--- src/rtl/inst_fetch_ctrl_pkg.sv ---
// inst_fetch_ctrl_pkg: shared fetch-controller defaults, FSM encoding and counter width
package inst_fetch_ctrl_pkg;
  localparam int DEPTH_DEF = 2;
  localparam int CNT_W = 32;
  typedef enum logic {IDLE = 1'b0, REQ = 1'b1} state_t;
endpackage

--- src/rtl/fetch_fifo.sv ---
// fetch_fifo: synchronous FIFO with occupancy count, clear, and head presented combinationally
module fetch_fifo #(
  parameter int W = 32,
  parameter int DEPTH = 2,
  localparam int CW = $clog2(DEPTH + 1),
  localparam int PW = (DEPTH > 1) ? $clog2(DEPTH) : 1
) (
  input  logic          clk,
  input  logic          resetn,
  input  logic          clr,
  input  logic          push,
  input  logic [W-1:0]  din,
  input  logic          pop,
  output logic [W-1:0]  dout,
  output logic [CW-1:0] count
);
  logic [W-1:0]  mem [DEPTH];
  logic [PW-1:0] rd, wr;

  function automatic logic [PW-1:0] nxt(input logic [PW-1:0] p);
    return (p == PW'(DEPTH - 1)) ? '0 : p + PW'(1);
  endfunction

  assign dout = mem[rd];

  // storage and pointers; a full FIFO may push and pop together since the head is read before the write lands
  always_ff @(posedge clk or negedge resetn) begin
    if (!resetn) begin
      rd <= '0;
      wr <= '0;
      count <= '0;
      for (int i = 0; i < DEPTH; i++) mem[i] <= '0;
    end else if (clr) begin
      rd <= '0;
      wr <= '0;
      count <= '0;
    end else begin
      if (push) begin
        mem[wr] <= din;
        wr <= nxt(wr);
      end
      if (pop) rd <= nxt(rd);
      count <= count + CW'(push) - CW'(pop);
    end
  end
endmodule

--- src/rtl/inst_fetch_ctrl.sv ---
// inst_fetch_ctrl: instruction fetch controller with credit-limited bus requests and flush drop tracking (perf counters under INST_FETCH_PERFCNT_EN)
module inst_fetch_ctrl
  import inst_fetch_ctrl_pkg::*;
#(
  parameter int DEPTH = DEPTH_DEF
) (
  input  logic             clk,
  input  logic             resetn,
  input  logic             pc_valid,
  input  logic [31:0]      pc_addr,
  output logic             pc_ready,
  output logic             inst_req,
  output logic [31:0]      inst_addr,
  input  logic             inst_addr_ok,
  input  logic             inst_data_ok,
  input  logic [31:0]      inst_rdata,
  output logic             out_valid,
  output logic [31:0]      out_pc,
  output logic [31:0]      out_inst,
  input  logic             out_ready,
  input  logic             flush,
  output logic [CNT_W-1:0] perf_wait_cnt,
  output logic [CNT_W-1:0] perf_drop_cnt
);
  localparam int CW = $clog2(DEPTH + 1);
  localparam logic [CW:0] DEPTH_C = (CW + 1)'(DEPTH);

  state_t        state, state_n;
  logic [CW-1:0] inflight, buf_count, drop_cnt, drop_n;
  logic          stale, stale_n;
  logic          credit, accept, push_pc, discard, push_rsp, pop_rsp;
  logic [31:0]   pc_head;
  logic [63:0]   rsp_head;

  // addresses accepted by the bus, awaiting their data
  fetch_fifo #(.W(32), .DEPTH(DEPTH)) pc_fifo (
    .clk(clk), .resetn(resetn), .clr(1'b0),
    .push(push_pc), .din(inst_addr),
    .pop(inst_data_ok), .dout(pc_head), .count(inflight)
  );

  // returned {pc, inst} pairs waiting for decode; emptied on flush
  fetch_fifo #(.W(64), .DEPTH(DEPTH)) rsp_fifo (
    .clk(clk), .resetn(resetn), .clr(flush),
    .push(push_rsp), .din({pc_head, inst_rdata}),
    .pop(pop_rsp), .dout(rsp_head), .count(buf_count)
  );

  assign pc_ready  = accept;
  assign inst_req  = (state == REQ);
  assign out_valid = (buf_count != '0);
  assign out_pc    = rsp_head[63:32];
  assign out_inst  = rsp_head[31:0];
  assign push_rsp  = inst_data_ok && !discard;
  assign pop_rsp   = out_valid && out_ready;

  // next state, handshake decode and drop bookkeeping; a flush re-arms drop_cnt to every response still owed by the bus
  always_comb begin
    credit  = ({1'b0, inflight} + {1'b0, buf_count}) < DEPTH_C;
    accept  = (state == IDLE) && pc_valid && !flush && credit;
    push_pc = (state == REQ) && inst_addr_ok;
    state_n = accept ? REQ : push_pc ? IDLE : state;
    discard = inst_data_ok && (flush || drop_cnt != '0);
    drop_n  = flush ? inflight + CW'(push_pc) - CW'(inst_data_ok)
                    : drop_cnt - CW'(inst_data_ok && drop_cnt != '0) + CW'(push_pc && stale);
    stale_n = (flush && state == REQ && !inst_addr_ok) ? 1'b1 : push_pc ? 1'b0 : stale;
  end

  // FSM state, latched bus address and pending-drop state; stale marks a request flushed before the bus took it
  always_ff @(posedge clk or negedge resetn) begin
    if (!resetn) begin
      state     <= IDLE;
      inst_addr <= '0;
      drop_cnt  <= '0;
      stale     <= 1'b0;
    end else begin
      state    <= state_n;
      drop_cnt <= drop_n;
      stale    <= stale_n;
      if (accept) inst_addr <= pc_addr;
    end
  end

`ifdef INST_FETCH_PERFCNT_EN
  logic [CNT_W-1:0] wait_q, dropc_q;

  assign perf_wait_cnt = wait_q;
  assign perf_drop_cnt = dropc_q;

  // stall cycles waiting on the bus and discarded responses, both free-running
  always_ff @(posedge clk or negedge resetn) begin
    if (!resetn) begin
      wait_q  <= '0;
      dropc_q <= '0;
    end else begin
      wait_q  <= wait_q + CNT_W'(inflight != '0 && buf_count == '0 && !inst_data_ok);
      dropc_q <= dropc_q + CNT_W'(discard);
    end
  end
`else
  assign perf_wait_cnt = '0;
  assign perf_drop_cnt = '0;
`endif
endmodule
--- config.mk ---
export PLATFORM = sky130hd
export DESIGN_NAME = inst_fetch_ctrl
export DESIGN_NICKNAME = d
export VERILOG_FILES = /design/src/rtl/inst_fetch_ctrl_pkg.sv /design/src/rtl/fetch_fifo.sv /design/src/rtl/inst_fetch_ctrl.sv
export SDC_FILE = /design/constraint.sdc
export NUM_CORES = 1
export LEC_CHECK = 0
export ABC_AREA = 1
export BUFFER_PORTS_ARGS = -buffer_cell sky130_fd_sc_hd__buf_2
export CORE_ASPECT_RATIO = 1.75
export CORE_MARGIN = 2
export CORE_UTILIZATION = 35
export DETAILED_ROUTE_END_ITERATION = 6
export GPL_ROUTABILITY_DRIVEN = 1
export PLACE_DENSITY_LB_ADDON = 0.15
export SLEW_MARGIN = 20
export SYNTH_ARGS = -nofsm -noshare
export SYNTH_HDL_FRONTEND = slang
export SYNTH_SLANG_ARGS = --single-unit
--- constraint.sdc ---
create_clock -name clk -period 4.85 [get_ports clk]
set_clock_uncertainty 0.1 [all_clocks]
set_input_delay 1.2125 -clock clk [delete_from_list [all_inputs] [get_ports clk]]
set_output_delay 1.2125 -clock clk [all_outputs]
set_load 0.005 [all_outputs]
* Word-level counts from Yosys, hierarchy flattened
Cells that the tools add are included.
** Word-level totals
- Flip-flop bits (word level) :: 236
- Input bits :: 71
- Output and inout port bits :: 163
- Logic and storage cells :: 87
** Cells by class
- $add $sub $neg :: 11
- Magnitude comparators :: 7
- Mux-type cells :: 25
- Bitwise gates (word level) :: 6
- Reduce and logical (&&, ||, !) cells :: 24
** Operators with widths (number)
- 2-to-1 mux 64 bit :: 4
- bitwise mux 128 bit :: 1
- 2-to-1 mux 32 bit :: 4
- bitwise mux 64 bit :: 1
- demux 64 bit (select 1 bit) :: 1
- demux 32 bit (select 1 bit) :: 1
- logical AND 1 bit :: 13
- nonzero test 2 bit :: 6
- 2-to-1 mux 1 bit :: 11
- >= comparator 2 bit, second input constant :: 4
- inverter 1 -> 2 bit :: 4
- adder 2 x 1 -> 2 bit :: 3
- subtractor 2 x 1 -> 2 bit :: 3
- adder 1 bit, second input constant :: 4
- < comparator 2 x 1 -> 1 bit, second input constant :: 2
- 2-to-1 mux 2 bit :: 2
- adder 2 x 2 -> 3 bit :: 1
- logical NOT 1 bit :: 3
- < comparator 3 x 2 -> 1 bit, second input constant :: 1
- inverter 1 bit :: 2
- AND reduction 2 bit :: 1
- logical OR 1 bit :: 1

* Depth between registers and ports, before layout
- Word-level depth :: 8
- Gate-level depth with buffers :: 12
- Mapped depth without buffers :: 12

* By module
Synthesis repeated with hierarchy kept, for this count alone.
** Second synthesis, totals
- Cells, all modules :: 1126
- Area total of the unflattened synthesis :: 11259.5 um^2
** Modules (own cells, without submodules)
- fetch_fifo (rsp_fifo) :: instances 1, cells each 573, area an instance 6093.3 um^2, sequential area each 3303.2 um^2
- fetch_fifo (pc_fifo) :: instances 1, cells each 299, area an instance 3091.7 um^2, sequential area each 1701.6 um^2
- inst_fetch_ctrl :: instances 1, cells each 254, area an instance 2074.5 um^2, sequential area each 900.9 um^2

* Worst setup path before layout
Ideal clock, no wire load.
- Path type :: input-to-output
- Start :: input port flush
- End :: output port pc_ready
- Arrival :: 1.903 ns
- Data required time :: 3.538 ns
- Path slack :: 1.634 ns
- Stages :: 6
- Buffers on the path :: 3
- Path through :: buf_4 -> nor2_1 -> nand3_1 -> inv_1 -> buf_4 -> buf_2
** Between the ends
- Longest elaborated chain between the ends :: 3
** Ends and longest elaborated chain
- start, declared :: RTL line inst_fetch_ctrl.sv:21 : input logic flush,
- logical NOT 1 bit :: RTL line inst_fetch_ctrl.sv:60 : accept = (state == IDLE) && pc_valid && !flush && credit;
- logical AND 1 bit (2 in a row) :: RTL line inst_fetch_ctrl.sv:60
- end, declared :: RTL line inst_fetch_ctrl.sv:11 : output logic pc_ready,
Every way passes these cells.

* Worst setup path after layout
- Start :: register rsp_fifo.rd
- End :: output port out_pc[18]
** Between the ends
- Longest elaborated chain between the ends :: 4
** Ends and longest elaborated chain
- start, declared :: RTL line fetch_fifo.sv:18 : logic [PW-1:0] rd, wr;
- start signal, assigned :: RTL line fetch_fifo.sv:42 : if (pop) rd <= nxt(rd);
- inverter 1 -> 2 bit (implied by the code) :: RTL line fetch_fifo.sv:24 : assign dout = mem[rd];
- 2-to-1 mux 64 bit (implied by the code) (3 in a row) :: RTL line fetch_fifo.sv:24
- end, declared :: RTL line inst_fetch_ctrl.sv:18 : output logic [31:0] out_pc,
Every way passes these cells. The select of a mux whose other input is x is not followed.

==> flow_summary.ini <==
[die]
fp.dieH_um = 239
core_sq_um = 31200
ios = 234
die_w_um = 138
initial_core_util_pct = 35.3
dieArea_sq_um = 33000
row_count = 86

[sta]
fin_tns_setup_ns = 0
maxSlewViolCount = 0
tightest_slew_ns = 0.903
finalSetupViolCount = 0
rsz0062_at_grt = no
slew_headroom_pct = 39.7
whs_ns = 0.369
min_period_ns = 3.47
clock.fmax_mhz = 289
finalHoldViolations = 0
finalCritPeriodShare_pct = 71.4

[clock_network]
ctsHoldBuffers = 0
clockBufferDepth = 3
cts_root_buf = clkbuf_16
cts.sinks = 236
post-cts-setup-buffers = 0
path_clk_slew_ns = 0.06
htree_levels = 1
clock_latency_ns = 0.53
cts-resized-gates = 0
cts_tree = built
cts_buffers = 24

[power]
p_comb_share_pct = 35.1
power_density_nw_per_um2 = 654
clock_power_share_pct = 24.8
leakagePower_nw = 7.09
switchingPower_mw = 3.12
sw_frac_of_total_pct = 37.6
power_mw = 8.31
ir_drop_uv = 355
pwr-share-seq_pct = 40.1
p_int_mw = 5.18

[layout]
final_common_cell = nand2_1
diodes = 0
drive_gt1_share_pct = 17.4
nets = 1568
layout_common_cells = 673 x nand2_1, 234 x dfrtp_1, 168 x buf_2
area_growth_pct = 15.3

[global_route]
grt_pass1_wl_um = 46000
overflow = 0
grt_max_degree = 104
grt_pass1_vias = 8527
antenna_found_initial = 0
grt.total_usage_pct = 17.2

[logic_synthesis]
synth_cells = 1365
netlist_top_cells_area = dfrtp_1 54%, nand2_1 23%, nand3_1 5.9%, buf_4 5.3%, o21ai_0 2.6%
synth_edf_count = 0
syn_area_per_cell_sq_um = 8.07
yosysTopAreaCellShare_pct = 53.6
async_flop_share_pct = 100
yosysTopAreaCell = dfrtp_1
yosysWarnings = 0
synthFlopType = dfrtp_1
ys_seq_elements = 236
synth-seq-area-share_pct = 53.6
netlist_area_sq_um = 11000
yosysUniqueCellTypes = 24

[setup_path]
reg2reg_depth = 6
critPathCaptureType = primary output
crit_top_cell = nand2_1
rrSetupSlack_ns = 2.69
crit_type = flip-flop to primary output
crit_arrival_ns = 2.15
cp_max_fo = 30
cp-start-kind = flip-flop
cp_cell_sequence = inv_2 > buf_4 > nand2_1 > nand2_1 > buf_2
slowest_stage = inv_2
cp.required_ns = 3.54
r2r_start = drop_cnt[1]
critPathMaxStageDelay_ns = 0.45
r2r-end = rsp_fifo.mem[39]
crit_buf_inv = 3
crit_family = buffers and inverters

[placed_design]
dpl.hpwl_um = 17600
io_buffers = 169
gp_congestion = 0.779

[routing]
first_pass_iters = 5
drt_wl_total_um = 28600
dr.first_iter.drc_count = 550
drc_errors = 0
via_per_inst = 4.66
ant_nets = 0
via_count = 8866
wl_per_cell_um = 15.0

[worst_hold_path]
hold_path.class = flip-flop to flip-flop
hold_start = rsp_fifo.mem[90]
hold_end = rsp_fifo.mem[90]
holdPathStages = 2

[outcome]
status = finished, final reports clean

[flow_run]
maxCapViolations = 0
stage by stage:
step / worst slack (ns) / std cells / utilization (%) / instance area (sq um)
floorplan: 1.63 / 1428 / - / 11300
global placement: 1.65 / 1861 / 37.9 / 11800
detailed placement: 1.65 / 1861 / 37.9 / 11800
CTS: 1.29 / 1903 / 40.7 / 12700
global route: 1.20 / 1903 / 40.7 / 12700
finish: 1.38 / 1903 / 40.7 / 12700
cell usage after synthesis, types with 2 or more instances:
| cell type | instances |
|---|---|
| clkbuf_1 | 21 |
| buf_1 | 7 |
| a21oi_1 | 2 |
| nand2_1 | 675 |
| o21ai_2 | 23 |
| nor2_1 | 11 |
| ha_1 | 5 |
| o21ai_1 | 17 |
| buf_2 | 31 |
| inv_2 | 2 |
| dfrtp_1 | 236 |
| nand3_1 | 131 |
| o21ai_0 | 57 |
| nand2_2 | 2 |
| buf_4 | 78 |
| inv_1 | 49 |
| xor2_1 | 2 |
| buf_6 | 10 |
cell type report:
cell class              count  area [sq um]
inverters                  51           191
clock inverters             9           173
well taps                 396           495
flip-flops and latches    236          5910
fillers                  3298         18500
repair buffers            184           993
clock buffers              33           706
multi-input cells         994          4240
worst reg2reg max path, delay by kind of cell, from the launching register on:
family | cells | cell delay, ns
flops | 1 | 0.42
buf+inv | 1 | 0.31
simple gates | 5 | 1.25
worst max path at each step:
stage,startpoint,cells after the start,slack [ns],to
5_1_grt,rsp_fifo.rd,5,1.20,out_pc[4]
6_report,rsp_fifo.rd,5,1.38,out_pc[18]
3_3_place_gp,flush,5,1.65,pc_ready
3_5_place_dp,flush,5,1.65,pc_ready
4_1_cts,rsp_fifo.rd,5,1.29,out_pc[4]
2_1_floorplan,flush,6,1.63,pc_ready
registers in the layout, indices dropped and copies added, names as in the netlist:
register,flops
rsp_fifo.mem,128
pc_fifo.mem,64
inst_addr,32
drop_cnt,2
pc_fifo.count,2
rsp_fifo.count,2
inst_req,1
pc_fifo.rd,1
pc_fifo.wr,1
rsp_fifo.rd,1
rsp_fifo.wr,1
stale,1
power groups by stage:
stage                     logic, mW  clock network [mW]  registers (mW)
after floorplan                1.96                   0            3.27
after global placement         2.94                   0            3.35
after detailed placement       2.99                   0            3.36
after CTS                      3.00                2.12            3.33
after global routing           3.38                2.21            3.45
final                          2.91                2.06            3.33
metal layers:
layer	GRT usage (%)	share of wire, %
met1	21.3	42
met2	30.9	51
met3	2.40	4.9
met4	5.41	2.2
met5	0	0
cells by family (layout without fill, tap and decap cells):
group                    after synthesis  count (layout)  share of synthesized area [%]
other                                  1              64                         0.0340
XOR/XNOR                               2               2                          0.159
AO/OA/AOI/OAI                         99              99                           5.28
AND/OR/NAND/NOR                      823             823                           29.8
buffers and inverters                198             277                           10.4
adder cells (fa/ha/maj)                6               6                          0.749
flip-flops                           236             236                           53.6
Note: power is estimated with default switching activity, not from simulation.
